<file path="config.mk">
export PLATFORM = sky130hd
export DESIGN_NAME = hole_scan_ctrl
export DESIGN_NICKNAME = d
export VERILOG_FILES = /design/src/rtl/hole_scan_ctrl.sv
export SDC_FILE = /design/constraint.sdc
export NUM_CORES = 1
export LEC_CHECK = 0
export CAP_MARGIN = 25
export CORE_MARGIN = 10
export CORE_UTILIZATION = 60
export CTS_BUF_LIST = sky130_fd_sc_hd__clkbuf_4 sky130_fd_sc_hd__clkbuf_8
export CTS_CLUSTER_SIZE = 25
export DETAILED_ROUTE_END_ITERATION = 10
export GPL_TIMING_DRIVEN = 0
export MAX_ROUTING_LAYER = met4
export PLACE_DENSITY = 0.8
export SYNTH_ARGS = -nofsm -noshare
export SYNTH_HDL_FRONTEND = slang
export SYNTH_SLANG_ARGS = --single-unit
</file>
<file path="constraint.sdc">
create_clock -name i_clk -period 32.6 [get_ports i_clk]
set_input_delay 9.78 -clock i_clk [delete_from_list [all_inputs] [get_ports i_clk]]
set_output_delay 9.78 -clock i_clk [all_outputs]
set_load 0.05 [all_outputs]
</file>
<file path="src/rtl/hole_scan_ctrl.sv">
// Hole-table scanner: on a frame tick, snapshots the ball and walks the hole table
// one entry per cycle, stopping at the first hole within RADIUS of the ball centre.
module hole_scan_ctrl #(
    parameter int NUM_HOLES = 8,
    parameter int IDX_W     = 3,
    parameter int RADIUS    = 16
) (
    input  logic             i_clk,
    input  logic             i_rst,
    input  logic             i_start,
    input  logic             is_game_playing,
    input  logic [9:0]       i_bl_x,
    input  logic [9:0]       i_bl_y,
    output logic [IDX_W-1:0] o_hole_addr,
    input  logic [9:0]       i_hole_pos_x,
    input  logic [9:0]       i_hole_pos_y,
    output logic             o_busy,
    output logic             o_done,
    output logic             o_fall_in,
    output logic [IDX_W-1:0] o_hole_idx
);

    localparam logic [20:0]      R2   = 21'(RADIUS * RADIUS);
    localparam logic [IDX_W-1:0] LAST = IDX_W'(NUM_HOLES - 1);

    typedef enum logic [1:0] {S_IDLE, S_SCAN, S_HALT} state_t;

    state_t           state_q, state_d;
    logic [IDX_W-1:0] addr_q, addr_d;
    logic             issue_q, issue_d;
    logic             tag_vld_q, tag_vld_d;
    logic [IDX_W-1:0] tag_idx_q, tag_idx_d;
    logic [9:0]       bx_q, bx_d, by_q, by_d;
    logic             done_q, done_d;
    logic             fall_q, fall_d;
    logic [IDX_W-1:0] idx_q, idx_d;
    logic [20:0]      d2;
    logic             hit;

    // Widen to 11-bit signed before subtracting so a far-apart pair never wraps.
    function automatic logic [9:0] abs_diff(input logic [9:0] a, input logic [9:0] b);
        logic signed [10:0] diff;
        diff = $signed({1'b0, a}) - $signed({1'b0, b});
        return diff[10] ? 10'(-diff) : diff[9:0];
    endfunction

    function automatic logic [20:0] sq(input logic [9:0] v);
        return 21'(v) * 21'(v);
    endfunction

    always_comb begin
        d2  = sq(abs_diff(bx_q, i_hole_pos_x)) + sq(abs_diff(by_q, i_hole_pos_y));
        hit = (d2 <= R2);
    end

    always_comb begin
        state_d   = state_q;
        addr_d    = addr_q;
        issue_d   = issue_q;
        tag_vld_d = 1'b0;
        tag_idx_d = tag_idx_q;
        bx_d      = bx_q;
        by_d      = by_q;
        done_d    = 1'b0;
        fall_d    = fall_q;
        idx_d     = idx_q;
        case (state_q)
            S_IDLE: begin
                if (i_start && is_game_playing && !fall_q) begin
                    state_d = S_SCAN;
                    bx_d    = i_bl_x;
                    by_d    = i_bl_y;
                    addr_d  = '0;
                    issue_d = 1'b1;
                end
            end
            S_SCAN: begin
                if (!is_game_playing) begin
                    state_d = S_IDLE;
                    issue_d = 1'b0;
                end else begin
                    if (issue_q) begin
                        tag_vld_d = 1'b1;
                        tag_idx_d = addr_q;
                        if (addr_q == LAST) issue_d = 1'b0;
                        else                addr_d  = addr_q + IDX_W'(1);
                    end
                    // A hit squashes the entry already in flight behind it.
                    if (tag_vld_q && hit) begin
                        state_d   = S_HALT;
                        fall_d    = 1'b1;
                        idx_d     = tag_idx_q;
                        done_d    = 1'b1;
                        tag_vld_d = 1'b0;
                        issue_d   = 1'b0;
                    end else if (tag_vld_q && tag_idx_q == LAST) begin
                        state_d = S_IDLE;
                        done_d  = 1'b1;
                    end
                end
            end
            S_HALT:  ;
            default: state_d = S_IDLE;
        endcase
    end

    always_ff @(posedge i_clk) begin
        if (i_rst) begin
            state_q   <= S_IDLE;
            addr_q    <= '0;
            issue_q   <= 1'b0;
            tag_vld_q <= 1'b0;
            tag_idx_q <= '0;
            done_q    <= 1'b0;
            fall_q    <= 1'b0;
            idx_q     <= '0;
        end else begin
            state_q   <= state_d;
            addr_q    <= addr_d;
            issue_q   <= issue_d;
            tag_vld_q <= tag_vld_d;
            tag_idx_q <= tag_idx_d;
            done_q    <= done_d;
            fall_q    <= fall_d;
            idx_q     <= idx_d;
        end
    end

    always_ff @(posedge i_clk) begin
        bx_q <= bx_d;
        by_q <= by_d;
    end

    assign o_hole_addr = addr_q;
    assign o_busy      = (state_q == S_SCAN);
    assign o_done      = done_q;
    assign o_fall_in   = fall_q;
    assign o_hole_idx  = idx_q;

endmodule

</file>
# Word level (Yosys, flattened, before mapping)
# Index checks and enable logic that the tools add are counted.
[word_totals]
wordCells = 67
register_bits = 35
input_bits = 44
[op_classes]
magnitude_cmp = 1
eq_ne = 9
reduce_logical = 15
bitwise = 3
n_mux = 21
n_addsub = 6
mul = 2
[op_table]
columns = ["operator", "n"]
rows = [
  ["10-bit by 10-bit multiplier with 20-bit output", 2],
  ["10-bit by 10-bit subtractor with 11-bit output", 2],
  ["20-bit by 20-bit adder with 21-bit output", 1],
  ["21-bit by 9-bit less-or-equal comparator with 1-bit output, second input constant", 1],
  ["10-bit 2-to-1 mux", 2],
  ["10-bit negator", 2],
  ["3-bit 2-to-1 mux", 4],
  ["3-bit AND reduction", 3],
  ["1-bit 2-to-1 mux", 8],
  ["2-bit 2-to-1 mux", 4],
  ["3-bit == test, second input constant", 2],
  ["2-bit != test, second input constant", 3],
  ["2-bit one-hot mux with 3 select lines", 1],
  ["3-bit one-hot mux with 2 select lines", 1],
  ["5-bit AND reduction", 1],
  ["1-bit logical AND", 4],
  ["4-bit by 2-bit != test with 1-bit output, second input constant", 1],
  ["2-bit AND reduction", 2],
  ["4-bit OR reduction", 1],
  ["3-bit by 1-bit adder with 3-bit output, second input constant", 1],
  ["1-bit inverter", 3],
  ["3-bit OR reduction", 1],
  ["2-bit by 1-bit == test with 1-bit output, second input constant", 1],
  ["2-bit == test, second input constant", 1],
  ["other kinds (5)", 5],
]

# Depth between registers and ports, before layout
[logic_depth]
ltp_word = 10
mapped_depth = 37
depth_no_buf = 35

# Worst setup path before layout
# Ideal clock, no wire load.
[synth_path]
path_type = "input to register"
from = "input port i_hole_pos_y[0]"
to = "register issue_q"
t_arrival_ns = 18.170
setup_time_ns = 0.116
required_time_ns = 32.484
stages = 32
slack_ns = 14.314
n_path_buf = 0
cell_sequence = "ha_1 > inv_1 > fa_1 > a211oi_1 > o21ai_1 > a21o_1 > a21oi_2 > o21ai_0 > a31oi_1 > xnor3_1 > nand2b_1 > fa_1 > inv_1 > fa_1 > fa_1 > inv_1 > fa_1 > fa_1 > inv_1 > fa_1 > inv_1 > fa_1 > inv_1 > ha_1 > a21o_1 > and3_4 > or3_1 > o211ai_2 > nand2_1 > a2111o_1 > or3_4 > a31o_1"
[synth_via]
elab_chain_len = 10
[synth_rtl]
columns = ["item", "line_no", "source"]
rows = [
  ["start: declaration", "16", "input logic [9:0] i_hole_pos_y,"],
  ["10-bit by 10-bit subtractor with 11-bit output (*)", "43", "diff = $signed({1'b0, a}) - $signed({1'b0, b});"],
  ["10-bit negator", "44", "return diff[10] ? 10'(-diff) : diff[9:0];"],
  ["10-bit 2-to-1 mux (*)", "44", ""],
  ["10-bit by 10-bit multiplier with 20-bit output (*)", "48", "return 21'(v) * 21'(v);"],
  ["20-bit by 20-bit adder with 21-bit output (*)", "52", "d2 = sq(abs_diff(bx_q, i_hole_pos_x)) + sq(abs_diff(by_q, i_hole_pos_y));"],
  ["21-bit by 9-bit less-or-equal comparator with 1-bit output (*)", "53", "hit = (d2 <= R2);"],
  ["1-bit logical AND (*)", "89", "if (tag_vld_q && hit) begin"],
  ["1-bit 2-to-1 mux (*)", "89", ""],
  ["1-bit 2-to-1 mux (*)", "78", "if (!is_game_playing) begin"],
  ["1-bit one-hot mux with 2 select lines (*)", "67", "case (state_q)"],
  ["end signal: assignment", "120", "issue_q <= issue_d;"],
  ["end: declaration", "30", "logic issue_q, issue_d;"],
]
# Mark *: on every way between the ends. The rest lies on a longest branch, timed or not.
# A chain may end at the register's enable or synchronous reset.

# Final worst setup path
# Same ends and word-level chain as after synthesis.

==> run_results.csv <==
group,metric,value,unit
outcome,status,"completed",
yosys,synth_compound_area_share,11.3,%
yosys,synth_seq_cells,35,
hold_path,hp-class,"reg -> reg",
routing,ant_nets,0,
cts,insertion_delay,300,ps
yosys,async_reset_ff_share,0,%
die,dieHeight,140,um
sta,finClkSkew,5.92,ps
sta,hold_violations,0,
placement,hpwlAfterDp,16000,um
yosys,synth-simple-area-share,15.8,%
final_layout,antenna_cells,0,
cts,cts.clk_slew.worst_paths,70,ps
worst_setup_path,end_kind,"flip-flop",
sta,fin_crit_sh,59.3,%
die,floorplan.core_area,0.0140,mm^2
routing,drc,0,
yosys,yosysTopAreaCellShare,30.8,%
die,initial_utilization,61.9,%
global_routing,grt_max_degree,12,
yosys,syn_avg_cell_area,8.97,um^2
cts,ctsRootBufferMaster,"clkbuf_8",
routing,vias,6728,
final_layout,syn_to_final_growth,9.84,%
cts,numCtsBuffers,5,
die,die_area,0.0196,mm^2
sta,worst_slack,13270,ps
yosys,ys_top_cells_by_count,"inv_1 (211), fa_1 (133), ha_1 (105)",
cts,cts_hold_buffers,0,
routing,drt_iter0_drc,380,
final_layout,final_core_util,68.0,%
cts,cts_tree,"built",
worst_setup_path,cp_common_cell,"fa_1",
worst_setup_path,worstPathMaxFanout,10,
worst_setup_path,worst_ep_arrival_time,19520,ps
global_routing,antenna_found_initial,0,
cts,clock_path_buffers,2,
worst_setup_path,startpoint_type,"input port",
die,die_w,140,um
routing,drt-wirelength-per-cell,15.4,um
yosys,ys_types,76,
yosys,syn_area,0.00866,mm^2
cts,ctsHtreeMaxLevel,2,
worst_setup_path,cp.required,32790,ps
sta,rsz0062_at_grt,"no",
placement,place_ws,12970,ps
worst_setup_path,crit_path_top_delay_cell,"fa_1",
yosys,synth_edf_count,20,
yosys,yosysWarningCount,0,
yosys,muxShareOfSynthArea,1.66,%
worst_setup_path,path_buf_inv,8,
cts,cts_setup_buffers,0,
sta,finalSetupViolCount,0,
yosys,synth_top_family_by_area,"adder cells",
sta,maxSlewHeadroom,30.5,%
yosys,yosysMostFrequentCell,"inv_1",
die,rows,43,
worst_setup_path,crit_path_max_incr_delay,550,ps
yosys,yosys-top-cells-area,"fa_1 (31%), ha_1 (15%), inv_1 (9.1%)",
job,maxCapViolCount,0,
sta,fmax,0.0517,GHz
global_routing,grt_pass1_vias,7009,
sta,final_max_slew_viol_count,0,
yosys,syn-num-nets,1247,
global_routing,grt.total_usage,19.9,%
final_layout,fillers,1149,
yosys,synth_area_leader_cell,"fa_1",
yosys,synthAdderAreaFrac,45.9,%
sta,layout_min_cycle_time,19330,ps
worst_setup_path,critical_path.top_delay_family,"adder cells",
global_routing,grt_overflow_total,0,
cts,cts.repair.resized,0,
routing,totalWireLength,18600,um
yosys,synth_cells,965,
sta,setup_tns,0,ps
sta,worst_pin_slew,1040,ps
global_routing,grt_pass1_wl,32000,um
routing,via_per_inst,5.58,
yosys,seq_area_frac_synth,10.4,%
worst_setup_path,critical_path_class,"in -> reg",
final_layout,final_nets,1307,
placement,gp_congestion,0.895,
yosys,synth-main-ff-cell,"edfxtp_1",
final_layout,drive_gt1_share,5.75,%
placement,numPortBuffers,51,
routing,dr.pass1.iters,5,
yosys,synth_xor_area_share,4.78,%
die,io_pins,53,
cts,cts.sinks,35,
## layout make-up
cell class | instances | area, um^2 | area share, %
multi-input combinational | 699 | 6880 | 72.4
sequential | 35 | 901 | 9.47
inverter | 212 | 796 | 8.37
timing repair buffer | 53 | 526 | 5.53
tap | 180 | 225 | 2.37
clock buffer | 7 | 90.1 | 0.947
buffer | 19 | 83.8 | 0.881
clock inverter | 1 | 5.00 | 0.0526
## cells in the final DEF (no fill, tap or decap), types with 3 or more instances in the layout
master / synthesis / final
a211o_1: 4 / 4
a211oi_1: 5 / 5
a211oi_2: 4 / 4
a21o_1: 14 / 14
a21oi_1: 23 / 23
a311oi_1: 3 / 3
and2_1: 10 / 10
and3_1: 5 / 5
buf_2: 4 / 4
clkbuf_1: 14 / 14
clkbuf_8: 0 / 6
clkdlybuf4s50_1: 0 / 51
dfxtp_1: 15 / 15
edfxtp_1: 20 / 20
fa_1: 133 / 133
ha_1: 105 / 105
inv_1: 211 / 211
mux2_2: 3 / 3
mux2i_1: 11 / 11
nand2_1: 42 / 42
nand2b_1: 18 / 18
nand3_1: 22 / 22
nand4_1: 8 / 8
nor2_1: 101 / 101
nor2b_1: 7 / 7
nor3_1: 17 / 17
nor3b_1: 3 / 3
o2111ai_1: 5 / 5
o211ai_1: 6 / 6
o21a_1: 10 / 10
o21ai_0: 15 / 15
o21ai_1: 3 / 3
o31ai_1: 3 / 3
or2_1: 6 / 6
or2_2: 16 / 16
or3_1: 10 / 10
xnor2_1: 23 / 23
xor2_1: 14 / 14
## flip-flops by register name, indices dropped and copies added (netlist names)
| register | flops |
|---|---|
| bx_q | 10 |
| by_q | 10 |
| issue_q | 1 |
| o_done | 1 |
| o_fall_in | 1 |
| o_hole_addr | 3 |
| o_hole_idx | 3 |
| state_q | 2 |
| tag_idx_q | 3 |
| tag_vld_q | 1 |
## per-stage QoR
stage	instances	area, um^2	hold WS, ps
finish	1206	9510	468
global route	1206	9510	494
CTS	1206	9510	473
detailed placement	1198	9420	458
global placement	1196	9390	445
floorplan	965	8660	451
## cells by family (layout without fill, tap and decap cells)
| group | after synthesis | in the layout |
|---|---|---|
| flops | 35 | 35 |
| buf+inv | 231 | 292 |
| xor+xnor | 41 | 41 |
| compound gates | 130 | 130 |
| fa+ha+maj | 238 | 238 |
| simple gates | 276 | 276 |
| mux | 14 | 14 |
## routing by layer
metal / track usage [%] / part of all wire [%] / up-vias
met3: 1.56 / 4.0 / 22
met1: 24.0 / 43 / 3277
met5: - / 0 / -
met2: 35.4 / 52 / 181
li1: - / - / 3248
met4: 4.78 / 1.6 / 0
## path summary, 6_finish.rpt
check | from | endpoint | slack [ps] | depth (start not counted)
worst max-delay path | i_hole_pos_y[0] | issue_q$_SDFFE_PP0P_ | 13270 | 34
worst min-delay path | o_hole_idx[2]$_SDFFE_PP0P_ | o_hole_idx[2]$_SDFFE_PP0P_ | 470 | 2
worst min register to register | o_hole_idx[2]$_SDFFE_PP0P_ | o_hole_idx[2]$_SDFFE_PP0P_ | 470 | 2
worst max register to register | by_q[0]$_DFFE_PP_ | issue_q$_SDFFE_PP0P_ | 22770 | 34
## tightest hold or removal path: stages (launching register included)
cell	delay, ps
dfxtp_1	310
nand2_1	50
mux2i_1	60
Power is not shown: default switching activity piles up to over one toggle a cycle in this logic, so the estimate is an artifact.
